<file path="src/rtl/unidade_controle_multiciclo_pkg.sv">
// unidade_controle_multiciclo_pkg: states, opcodes, ULA/PC codes and the ISA decode table
package unidade_controle_pkg;

    typedef enum logic [3:0] {
        INICIO, BUSCA, DECODIFICA, EXECUTA, MEMORIA, ESCRITA, ESPERA_ENTRADA, SAIDA, PARADO
    } estado_t;

    localparam int unsigned OP_NOP = 0,  OP_ADD = 1,  OP_SUB = 2,  OP_AND = 3,  OP_OR = 4;
    localparam int unsigned OP_XOR = 5,  OP_NOR = 6,  OP_SLT = 7,  OP_SLL = 8,  OP_SRL = 9;
    localparam int unsigned OP_ADDI = 10, OP_SUBI = 11, OP_BEQ = 12, OP_BNE = 13, OP_ANDI = 14;
    localparam int unsigned OP_SWR = 15, OP_J = 16, OP_HALT = 18, OP_IN = 19, OP_OUT = 20;
    localparam int unsigned OP_ORI = 22, OP_LW = 23, OP_SW = 24, OP_LWR = 26, OP_JR = 27;
    localparam int unsigned OP_SLTI = 28, OP_NOT = 29, OP_MUL = 30, OP_LI = 31;

    localparam logic [3:0] ULA_ADD = 4'd0, ULA_SUB = 4'd1, ULA_AND = 4'd2, ULA_OR = 4'd3;
    localparam logic [3:0] ULA_XOR = 4'd4, ULA_NOR = 4'd5, ULA_SLT = 4'd6, ULA_SLL = 4'd7;
    localparam logic [3:0] ULA_SRL = 4'd8, ULA_NOT = 4'd9, ULA_MUL = 4'd10, ULA_PASSB = 4'd11;

    localparam logic [2:0] PC_MAIS1 = 3'b000, PC_J = 3'b001, PC_BRANCH = 3'b010, PC_JR = 3'b011;

    typedef struct packed {
        logic [3:0] ula;
        logic       sel_ula;
        logic       sel_end;
    } ula_op_t;

    // Opcodes outside the table (including anything >= 32) decode as an all-zero nop entry
    function automatic ula_op_t ula_op(input logic [31:0] op);
        ula_op_t r;
        r = '0;
        case (op)
            OP_SUB, OP_SUBI, OP_BEQ, OP_BNE: r.ula = ULA_SUB;
            OP_AND, OP_ANDI:                 r.ula = ULA_AND;
            OP_OR, OP_ORI:                   r.ula = ULA_OR;
            OP_XOR:                          r.ula = ULA_XOR;
            OP_NOR:                          r.ula = ULA_NOR;
            OP_SLT, OP_SLTI:                 r.ula = ULA_SLT;
            OP_SLL:                          r.ula = ULA_SLL;
            OP_SRL:                          r.ula = ULA_SRL;
            OP_NOT:                          r.ula = ULA_NOT;
            OP_MUL:                          r.ula = ULA_MUL;
            OP_LI:                           r.ula = ULA_PASSB;
            default:                         r.ula = ULA_ADD;
        endcase
        r.sel_ula = op inside {OP_ADDI, OP_SUBI, OP_ANDI, OP_ORI, OP_SLTI, OP_LI, OP_LW, OP_SW};
        r.sel_end = op inside {[OP_ADD:OP_SRL], OP_NOT, OP_MUL};
        return r;
    endfunction

endpackage

</file>
<file path="src/rtl/unidade_controle_multiciclo_if.sv">
// unidade_controle_multiciclo_if: IR/datapath/IO signals between control unit (master) and datapath (slave)
interface unidade_controle_multiciclo_if #(
    parameter int OPCODE_WIDTH   = 5,
    parameter int ULA_CTRL_WIDTH = 4
);
    logic [OPCODE_WIDTH-1:0]   opcode;
    logic                      zero, entradaValida, saidaPronta, passo;
    logic                      irEscrita, pcEscrita, regEscrita, memDadosLeitura, memDadosEscrita;
    logic                      selecionaULA, selecionaRegDado, selecionaEndEscrita, selecionaSwitch;
    logic                      estagioEntradaUC, estagioSaidaUC, halt;
    logic [2:0]                pcControle;
    logic [ULA_CTRL_WIDTH-1:0] ulaControle;
    logic [3:0]                estado;

    modport master (
        input  opcode, zero, entradaValida, saidaPronta, passo,
        output irEscrita, pcEscrita, pcControle, regEscrita, memDadosLeitura, memDadosEscrita,
               selecionaULA, selecionaRegDado, selecionaEndEscrita, selecionaSwitch, ulaControle,
               estagioEntradaUC, estagioSaidaUC, halt, estado
    );

    modport slave (
        output opcode, zero, entradaValida, saidaPronta, passo,
        input  irEscrita, pcEscrita, pcControle, regEscrita, memDadosLeitura, memDadosEscrita,
               selecionaULA, selecionaRegDado, selecionaEndEscrita, selecionaSwitch, ulaControle,
               estagioEntradaUC, estagioSaidaUC, halt, estado
    );
endinterface

</file>
<file path="src/rtl/unidade_controle_multiciclo.sv">
// unidade_controle_multiciclo: multi-cycle control FSM; PASSO_A_PASSO_EN gates BUSCA on the passo pulse
module unidade_controle_multiciclo
    import unidade_controle_pkg::*;
#(
    parameter int OPCODE_WIDTH   = 5,
    parameter int ULA_CTRL_WIDTH = 4,
    parameter int MEM_LATENCIA   = 1
) (
    input logic                         clock,
    input logic                         reset,
    unidade_controle_multiciclo_if.master uc
);
    localparam int CW = $clog2(MEM_LATENCIA + 1);
    localparam logic [CW-1:0] CNT_CARGA = CW'(MEM_LATENCIA - 1);

    estado_t       estado_q, estado_d;
    logic [CW-1:0] cnt_q, cnt_d;
    logic [31:0]   op;
    ula_op_t       dec;
    logic          is_ula, is_load, is_store;

    assign op       = 32'(uc.opcode[OPCODE_WIDTH-1:0]);
    assign dec      = ula_op(op);
    assign is_ula   = op inside {[OP_ADD:OP_SUBI], OP_ANDI, OP_ORI, [OP_SLTI:OP_LI]};
    assign is_load  = op inside {OP_LW, OP_LWR};
    assign is_store = op inside {OP_SW, OP_SWR};
    assign uc.estado = estado_q;

`ifndef PASSO_A_PASSO_EN
    logic unused_passo;
    assign unused_passo = uc.passo;
`endif

    // State and memory wait counter registers
    always_ff @(posedge clock) begin
        if (reset) begin
            estado_q <= INICIO;
            cnt_q    <= '0;
        end else begin
            estado_q <= estado_d;
            cnt_q    <= cnt_d;
        end
    end

    // Next state and Moore/Mealy control outputs
    always_comb begin
        estado_d               = estado_q;
        cnt_d                  = cnt_q;
        uc.irEscrita           = 1'b0;
        uc.pcEscrita           = 1'b0;
        uc.pcControle          = PC_MAIS1;
        uc.regEscrita          = 1'b0;
        uc.memDadosLeitura     = 1'b0;
        uc.memDadosEscrita     = 1'b0;
        uc.selecionaULA        = 1'b0;
        uc.selecionaRegDado    = 1'b0;
        uc.selecionaEndEscrita = 1'b0;
        uc.selecionaSwitch     = 1'b0;
        uc.ulaControle         = '0;
        uc.estagioEntradaUC    = 1'b0;
        uc.estagioSaidaUC      = 1'b0;
        uc.halt                = 1'b0;
        if (estado_q inside {DECODIFICA, EXECUTA, MEMORIA, ESCRITA}) begin
            uc.ulaControle         = ULA_CTRL_WIDTH'(dec.ula);
            uc.selecionaULA        = dec.sel_ula;
            uc.selecionaEndEscrita = dec.sel_end;
        end
        case (estado_q)
            INICIO: estado_d = BUSCA;
            BUSCA: begin
`ifdef PASSO_A_PASSO_EN
                uc.irEscrita = uc.passo;
                estado_d     = uc.passo ? DECODIFICA : BUSCA;
`else
                uc.irEscrita = 1'b1;
                estado_d     = DECODIFICA;
`endif
            end
            DECODIFICA: estado_d = op == OP_HALT ? PARADO :
                                   op == OP_IN   ? ESPERA_ENTRADA :
                                   op == OP_OUT  ? SAIDA : EXECUTA;
            EXECUTA: begin
                if (is_load || is_store) begin
                    estado_d = MEMORIA;
                    cnt_d    = CNT_CARGA;
                end else if (is_ula) begin
                    estado_d = ESCRITA;
                end else begin
                    uc.pcEscrita  = 1'b1;
                    uc.pcControle = (op == OP_BEQ && uc.zero) || (op == OP_BNE && !uc.zero) ? PC_BRANCH :
                                    op == OP_J  ? PC_J :
                                    op == OP_JR ? PC_JR : PC_MAIS1;
                    estado_d      = BUSCA;
                end
            end
            MEMORIA: begin
                uc.memDadosLeitura = is_load;
                uc.memDadosEscrita = is_store && cnt_q == CNT_CARGA;
                if (cnt_q == '0) begin
                    uc.pcEscrita = is_store;
                    estado_d     = is_load ? ESCRITA : BUSCA;
                end else begin
                    cnt_d = cnt_q - 1'b1;
                end
            end
            ESCRITA: begin
                uc.regEscrita       = 1'b1;
                uc.pcEscrita        = 1'b1;
                uc.selecionaRegDado = is_load;
                uc.selecionaSwitch  = op == OP_LWR || op == OP_IN;
                estado_d            = BUSCA;
            end
            ESPERA_ENTRADA: begin
                uc.estagioEntradaUC = 1'b1;
                uc.selecionaSwitch  = 1'b1;
                estado_d            = uc.entradaValida ? ESCRITA : ESPERA_ENTRADA;
            end
            SAIDA: begin
                uc.estagioSaidaUC = 1'b1;
                uc.pcEscrita      = uc.saidaPronta;
                estado_d          = uc.saidaPronta ? BUSCA : SAIDA;
            end
            PARADO: uc.halt = 1'b1;
            default: estado_d = INICIO;
        endcase
    end
endmodule
</file>
<file path="src/flat_wrapper.sv">
// flat-port wrapper written by rule: the top's interface ports become plain ports
module unidade_controle_multiciclo_flat import unidade_controle_pkg::*;
#(
    parameter int OPCODE_WIDTH   = 5,
    parameter int ULA_CTRL_WIDTH = 4,
    parameter int MEM_LATENCIA   = 1
)
  (clock, reset, uc_opcode, uc_zero, uc_entradaValida, uc_saidaPronta, uc_passo, uc_irEscrita, uc_pcEscrita, uc_pcControle, uc_regEscrita, uc_memDadosLeitura, uc_memDadosEscrita, uc_selecionaULA, uc_selecionaRegDado, uc_selecionaEndEscrita, uc_selecionaSwitch, uc_ulaControle, uc_estagioEntradaUC, uc_estagioSaidaUC, uc_halt, uc_estado);
  unidade_controle_multiciclo_if #(.OPCODE_WIDTH(OPCODE_WIDTH), .ULA_CTRL_WIDTH(ULA_CTRL_WIDTH)) uc_i ();
  input logic clock;
  input logic reset;
  input wire logic [$bits(uc_i.opcode)-1:0] uc_opcode;
  input wire logic [$bits(uc_i.zero)-1:0] uc_zero;
  input wire logic [$bits(uc_i.entradaValida)-1:0] uc_entradaValida;
  input wire logic [$bits(uc_i.saidaPronta)-1:0] uc_saidaPronta;
  input wire logic [$bits(uc_i.passo)-1:0] uc_passo;
  output wire logic [$bits(uc_i.irEscrita)-1:0] uc_irEscrita;
  output wire logic [$bits(uc_i.pcEscrita)-1:0] uc_pcEscrita;
  output wire logic [$bits(uc_i.pcControle)-1:0] uc_pcControle;
  output wire logic [$bits(uc_i.regEscrita)-1:0] uc_regEscrita;
  output wire logic [$bits(uc_i.memDadosLeitura)-1:0] uc_memDadosLeitura;
  output wire logic [$bits(uc_i.memDadosEscrita)-1:0] uc_memDadosEscrita;
  output wire logic [$bits(uc_i.selecionaULA)-1:0] uc_selecionaULA;
  output wire logic [$bits(uc_i.selecionaRegDado)-1:0] uc_selecionaRegDado;
  output wire logic [$bits(uc_i.selecionaEndEscrita)-1:0] uc_selecionaEndEscrita;
  output wire logic [$bits(uc_i.selecionaSwitch)-1:0] uc_selecionaSwitch;
  output wire logic [$bits(uc_i.ulaControle)-1:0] uc_ulaControle;
  output wire logic [$bits(uc_i.estagioEntradaUC)-1:0] uc_estagioEntradaUC;
  output wire logic [$bits(uc_i.estagioSaidaUC)-1:0] uc_estagioSaidaUC;
  output wire logic [$bits(uc_i.halt)-1:0] uc_halt;
  output wire logic [$bits(uc_i.estado)-1:0] uc_estado;
  assign uc_i.opcode = uc_opcode;
  assign uc_i.zero = uc_zero;
  assign uc_i.entradaValida = uc_entradaValida;
  assign uc_i.saidaPronta = uc_saidaPronta;
  assign uc_i.passo = uc_passo;
  assign uc_irEscrita = uc_i.irEscrita;
  assign uc_pcEscrita = uc_i.pcEscrita;
  assign uc_pcControle = uc_i.pcControle;
  assign uc_regEscrita = uc_i.regEscrita;
  assign uc_memDadosLeitura = uc_i.memDadosLeitura;
  assign uc_memDadosEscrita = uc_i.memDadosEscrita;
  assign uc_selecionaULA = uc_i.selecionaULA;
  assign uc_selecionaRegDado = uc_i.selecionaRegDado;
  assign uc_selecionaEndEscrita = uc_i.selecionaEndEscrita;
  assign uc_selecionaSwitch = uc_i.selecionaSwitch;
  assign uc_ulaControle = uc_i.ulaControle;
  assign uc_estagioEntradaUC = uc_i.estagioEntradaUC;
  assign uc_estagioSaidaUC = uc_i.estagioSaidaUC;
  assign uc_halt = uc_i.halt;
  assign uc_estado = uc_i.estado;
  unidade_controle_multiciclo #(.OPCODE_WIDTH(OPCODE_WIDTH), .ULA_CTRL_WIDTH(ULA_CTRL_WIDTH), .MEM_LATENCIA(MEM_LATENCIA)) u_core (.clock(clock), .reset(reset), .uc(uc_i));
endmodule
</file>
<file path="config.mk">
export PLATFORM = sky130hd
export DESIGN_NAME = unidade_controle_multiciclo_flat
export DESIGN_NICKNAME = d
export VERILOG_FILES = /design/src/rtl/unidade_controle_multiciclo_pkg.sv /design/src/rtl/unidade_controle_multiciclo_if.sv /design/src/rtl/unidade_controle_multiciclo.sv /design/src/flat_wrapper.sv
export SDC_FILE = /design/constraint.sdc
export NUM_CORES = 1
export LEC_CHECK = 0
export ABC_AREA = 1
export BUFFER_PORTS_ARGS = -buffer_cell sky130_fd_sc_hd__buf_2
export CAP_MARGIN = 0
export CORE_MARGIN = 2
export CORE_UTILIZATION = 44
export DETAILED_ROUTE_END_ITERATION = 6
export GPL_TIMING_DRIVEN = 0
export MAX_ROUTING_LAYER = met4
export PLACE_DENSITY = 0.77
export SYNTH_ARGS = -nofsm -noshare
export SYNTH_HDL_FRONTEND = slang
export SYNTH_SLANG_ARGS = --single-unit
</file>
<file path="constraint.sdc">
create_clock -name clock -period 1.36 [get_ports clock]
set_clock_uncertainty 0.2 [all_clocks]
set_input_delay 0.068 -clock clock [delete_from_list [all_inputs] [get_ports clock]]
set_output_delay 0.068 -clock clock [all_outputs]
set_load 0.005 [all_outputs]
</file>
==> summary.json <==
{
  "run_status": {"value": "finished, violations left"},
  "violations": {"value": "negative setup slack"},
  "netlist-cell-type-count": {"value": 25},
  "netlist.top_cell.by_area": {"value": "nand2_1"},
  "rsz0062_at_grt": {"value": "yes"},
  "power.share.sequential": {"value": 17.9, "unit": "%"},
  "final.setup.worst_slack": {"value": -0.351, "unit": "ns"},
  "root_buffer": {"value": "clkbuf_4"},
  "critPathLaunchType": {"value": "primary input"},
  "yosys_register_bits": {"value": 4},
  "seq_area_frac_synth": {"value": 9.24, "unit": "%"},
  "synth_area": {"value": 867, "unit": "µm²"},
  "fin_crit": {"value": 1.71, "unit": "ns"},
  "cp_num_buf_inv": {"value": 3},
  "yosys.area_share.simple": {"value": 48.9, "unit": "%"},
  "synthAdderAreaFrac": {"value": 8.66, "unit": "%"},
  "synth_compound_area_share": {"value": 17.3, "unit": "%"},
  "power.leakage": {"value": 0.815, "unit": "nW"},
  "power.density": {"value": 623, "unit": "nW/µm²"},
  "timing.critical_path.arrival": {"value": 1.44, "unit": "ns"},
  "power_frac_clock": {"value": 14.5, "unit": "%"},
  "place.detailed.hpwl": {"value": 2050, "unit": "µm"},
  "worst_path_dominant_cell_family": {"value": "simple AND/OR/NAND/NOR gates"},
  "timing.hold.worst.class": {"value": "primary input to register"},
  "drc": {"value": 0},
  "crit_slowest_cell": {"value": "nand4_1"},
  "overflow": {"value": 0},
  "synth.mux.area_fraction": {"value": 0, "unit": "%"},
  "route.final.wire_length": {"value": 4590, "unit": "µm"},
  "viasPerCell": {"value": 6.07},
  "nets": {"value": 246},
  "worst_path_most_repeated_cell": {"value": "nor2_1"},
  "parity_gate_share_of_the_synthesized_area_counting_xor_and_xnor_cells": {"value": 0, "unit": "%"},
  "synth.top_cells.by_count": {"value": "46 x nand2_1, 22 x nor2_1, 20 x inv_1"},
  "antenna_cells": {"value": 0},
  "syn_to_final_growth": {"value": 84.8, "unit": "%"},
  "worst_skew_pair.late_latency": {"value": 0.23, "unit": "ns"},
  "largest_family_of_logic_cells_by_synthesized_area": {"value": "simple AND/OR/NAND/NOR gates"},
  "cell_depth_of_the_worst_hold_path": {"value": 6},
  "regToRegEndpoint": {"value": "u_core.uc.estado[2]"},
  "detailroute.via_count": {"value": 1541},
  "number_of_buffers_created_by_cts": {"value": 3},
  "worstPathRequired": {"value": 1.09, "unit": "ns"},
  "cts.path.max_buffers": {"value": 2},
  "asyncSetResetFlopFracSynth": {"value": 0, "unit": "%"},
  "postRouteAntennaNets": {"value": 0},
  "totalPowerFinal": {"value": 0.998, "unit": "mW"},
  "placed_inst_area": {"value": 1050, "unit": "µm²"},
  "finish.instance_area": {"value": 1600, "unit": "µm²"},
  "critical_path.startpoint": {"value": "uc_opcode[1]"},
  "post_route_cells_drive_above_1_share": {"value": 54.2, "unit": "%"},
  "detailedRoute.firstPassIterationCount": {"value": 5},
  "max_ffs_per_register": {"value": 4},
  "minimum_setup_slack_among_reg_to_reg_paths": {"value": -0.20, "unit": "ns"},
  "coreArea": {"value": 1900, "unit": "µm²"},
  "yosys.cell_count.top_type": {"value": "nand2_1"},
  "drt_initial_violations": {"value": 164},
  "cts.clk_slew.worst_paths": {"value": 0.04, "unit": "ns"},
  "die_area": {"value": 2340, "unit": "µm²"},
  "final_max_slew_viol_count": {"value": 0},
  "hold_ws": {"value": 0.285, "unit": "ns"},
  "place.gp.congestion": {"value": 0.980},
  "worst-r2r-cell-count": {"value": 9},
  "cp_num_cells": {"value": 10},
  "grt_pass1_wl": {"value": 5570, "unit": "µm"},
  "setup.worst_path.class": {"value": "primary input to output pin"},
  "drt-wirelength-per-cell": {"value": 18.1, "unit": "µm"},
  "end_kind": {"value": "output pin"},
  "power.combinational.fraction": {"value": 67.6, "unit": "%"},
  "max_freq": {"value": 585, "unit": "MHz"},
  "via_count_of_the_first_global_routing_pass": {"value": 1237},
  "final-setup-viol-count": {"value": 21},
  "fin_cells": {"value": 254},
  "finalHoldViolations": {"value": 0},
  "synth.net_count": {"value": 181},
  "floorplan.io_pins": {"value": 34},
  "num_rows": {"value": 16},
  "grt_antenna_before_repair": {"value": 0},
  "worst-path-max-fanout": {"value": 6},
  "synthesis.instances": {"value": 164},
  "placement_stage_worst_setup_slack": {"value": -0.464, "unit": "ns"},
  "peakVddDrop": {"value": 604, "unit": "µV"},
  "initial_utilization": {"value": 45.6, "unit": "%"},
  "switching_power": {"value": 0.468, "unit": "mW"},
  "gr-usage-all-layers": {"value": 30.3, "unit": "%"},
  "io_buffers": {"value": 30},
  "synth_warnings": {"value": 0},
  "numClockSinks": {"value": 4},
  "cts_max_level": {"value": 1},
  "numPlacedInstances": {"value": 221},
  "fp.dieW": {"value": 48.4, "unit": "µm"},
  "cp_slowest_stage_delay": {"value": 0.20, "unit": "ns"},
  "synth_top_area_share": {"value": 19.9, "unit": "%"},
  "internal-power": {"value": 0.530, "unit": "mW"},
  "grt_start_max_net_pins": {"value": 11},
  "synthesis.area_per_instance": {"value": 5.29, "unit": "µm²"},
  "max_cap_violations": {"value": 0},
  "r2r-start": {"value": "u_core.uc.estado[1]"},
  "final.period_utilization": {"value": 126, "unit": "%"},
  "synth_edf_count": {"value": 0},
  "tritoncts": {"value": "done"},
  "power.switching_fraction": {"value": 46.9, "unit": "%"},
  "die-height": {"value": 48.4, "unit": "µm"},
  "worstHoldEndpoint": {"value": "u_core.uc.estado[0]"},
  "post_synth_main_area_contributors": {"value": "nand2_1 20%, nor2_1 9.5%, dfxtp_1 9.2%"},
  "worstHoldStart": {"value": "uc_opcode[4]"},
  "postSynth.topFlopCell": {"value": "dfxtp_1"},
  "ordered_list_of_cells_on_the_worst_path": {"value": "buf_4 -> ha_4 -> inv_2 -> nor2_1 -> nand2_1 -> nand2_2 -> nor2_4 -> nand4_1 -> nor2_1 -> buf_2"}
}
repair_timing:
action | 4_1_cts | 5_1_grt
endpoints found under the setup margin | 21 | 22
setup buffers | 23 | 5
hold buffers | 3 | 0
endpoints found under the hold margin | 4 | 0
pin swaps | 22 | 16
resized for setup | 54 | 32
through the flow:
stage / setup TNS (ns) / utilization [%]
final: -4.39 / 84.3
after floorplan: 0 / -
after detailed placement: -2.96 / 55.3
after global routing: -5.48 / 84.3
after CTS: -2.54 / 76.4
after global placement: -2.55 / 55.3
cells in the final DEF (no fill, tap or decap), types with 6 or more instances in the layout:
cell and n:
a21oi_2 6, buf_2 28, buf_4 25, buf_6 7
inv_1 14, inv_4 6, nand2_1 33, nand2_2 11
nand3_1 10, nor2_1 15, nor2_4 7, o21ai_0 6
kinds of logic (layout without fill, tap and decap cells):
family,Yosys count,count (layout)
other,1,1
buffers and inverters,31,94
flip-flops,4,4
AND/OR/NAND/NOR,95,95
adder cells (fa/ha/maj),6,6
AO/OA/AOI/OAI,27,27
metal layers:
layer | GRT usage [%] | vias to the layer above | share of wire [%]
met1 | 37.1 | 683 | 36
met3 | 4.63 | 62 | 11
li1 | - | 655 | -
met2 | 51.9 | 141 | 43
met5 | - | - | 0
met4 | 9.05 | 0 | 10
final cells by class:
cell class              instances  area (µm²)
plain buffers                   4        30.0
clock buffers                   3        22.5
fillers                       105         299
inverters                      27         124
multi-input cells             129         873
flip-flops and latches          4        92.6
well taps                      27        33.8
repair buffers                 60         427
power groups by stage:
stage | sequential, mW | clock [mW] | combinational, mW
floorplan | 0.158 | 0 | 0.216
global placement | 0.159 | 0 | 0.316
detailed placement | 0.162 | 0 | 0.321
CTS | 0.166 | 0.145 | 0.537
global route | 0.178 | 0.159 | 0.712
finish | 0.178 | 0.145 | 0.675
how the worst max path moves through the flow:
stage,to,slack (ns)
6_report,uc_pcControle[0],-0.35
5_1_grt,uc_pcControle[0],-0.39
3_3_place_gp,uc_pcControle[0],-0.42
4_1_cts,uc_pcControle[0],-0.20
2_1_floorplan,uc_ulaControle[0],0.03
3_5_place_dp,uc_pcControle[0],-0.46
worst reg2reg max path, cell delays in order (launching register included):
cell and delay (ns):
dfxtp_4 0.36, buf_6 0.13, inv_8 0.07, nand2_2 0.09, nor2_4 0.11, nand2_2 0.07, buf_4 0.14, nand2_1 0.10
nor2_1 0.07, a21oi_1 0.13
(Power assumes the default switching activity.)
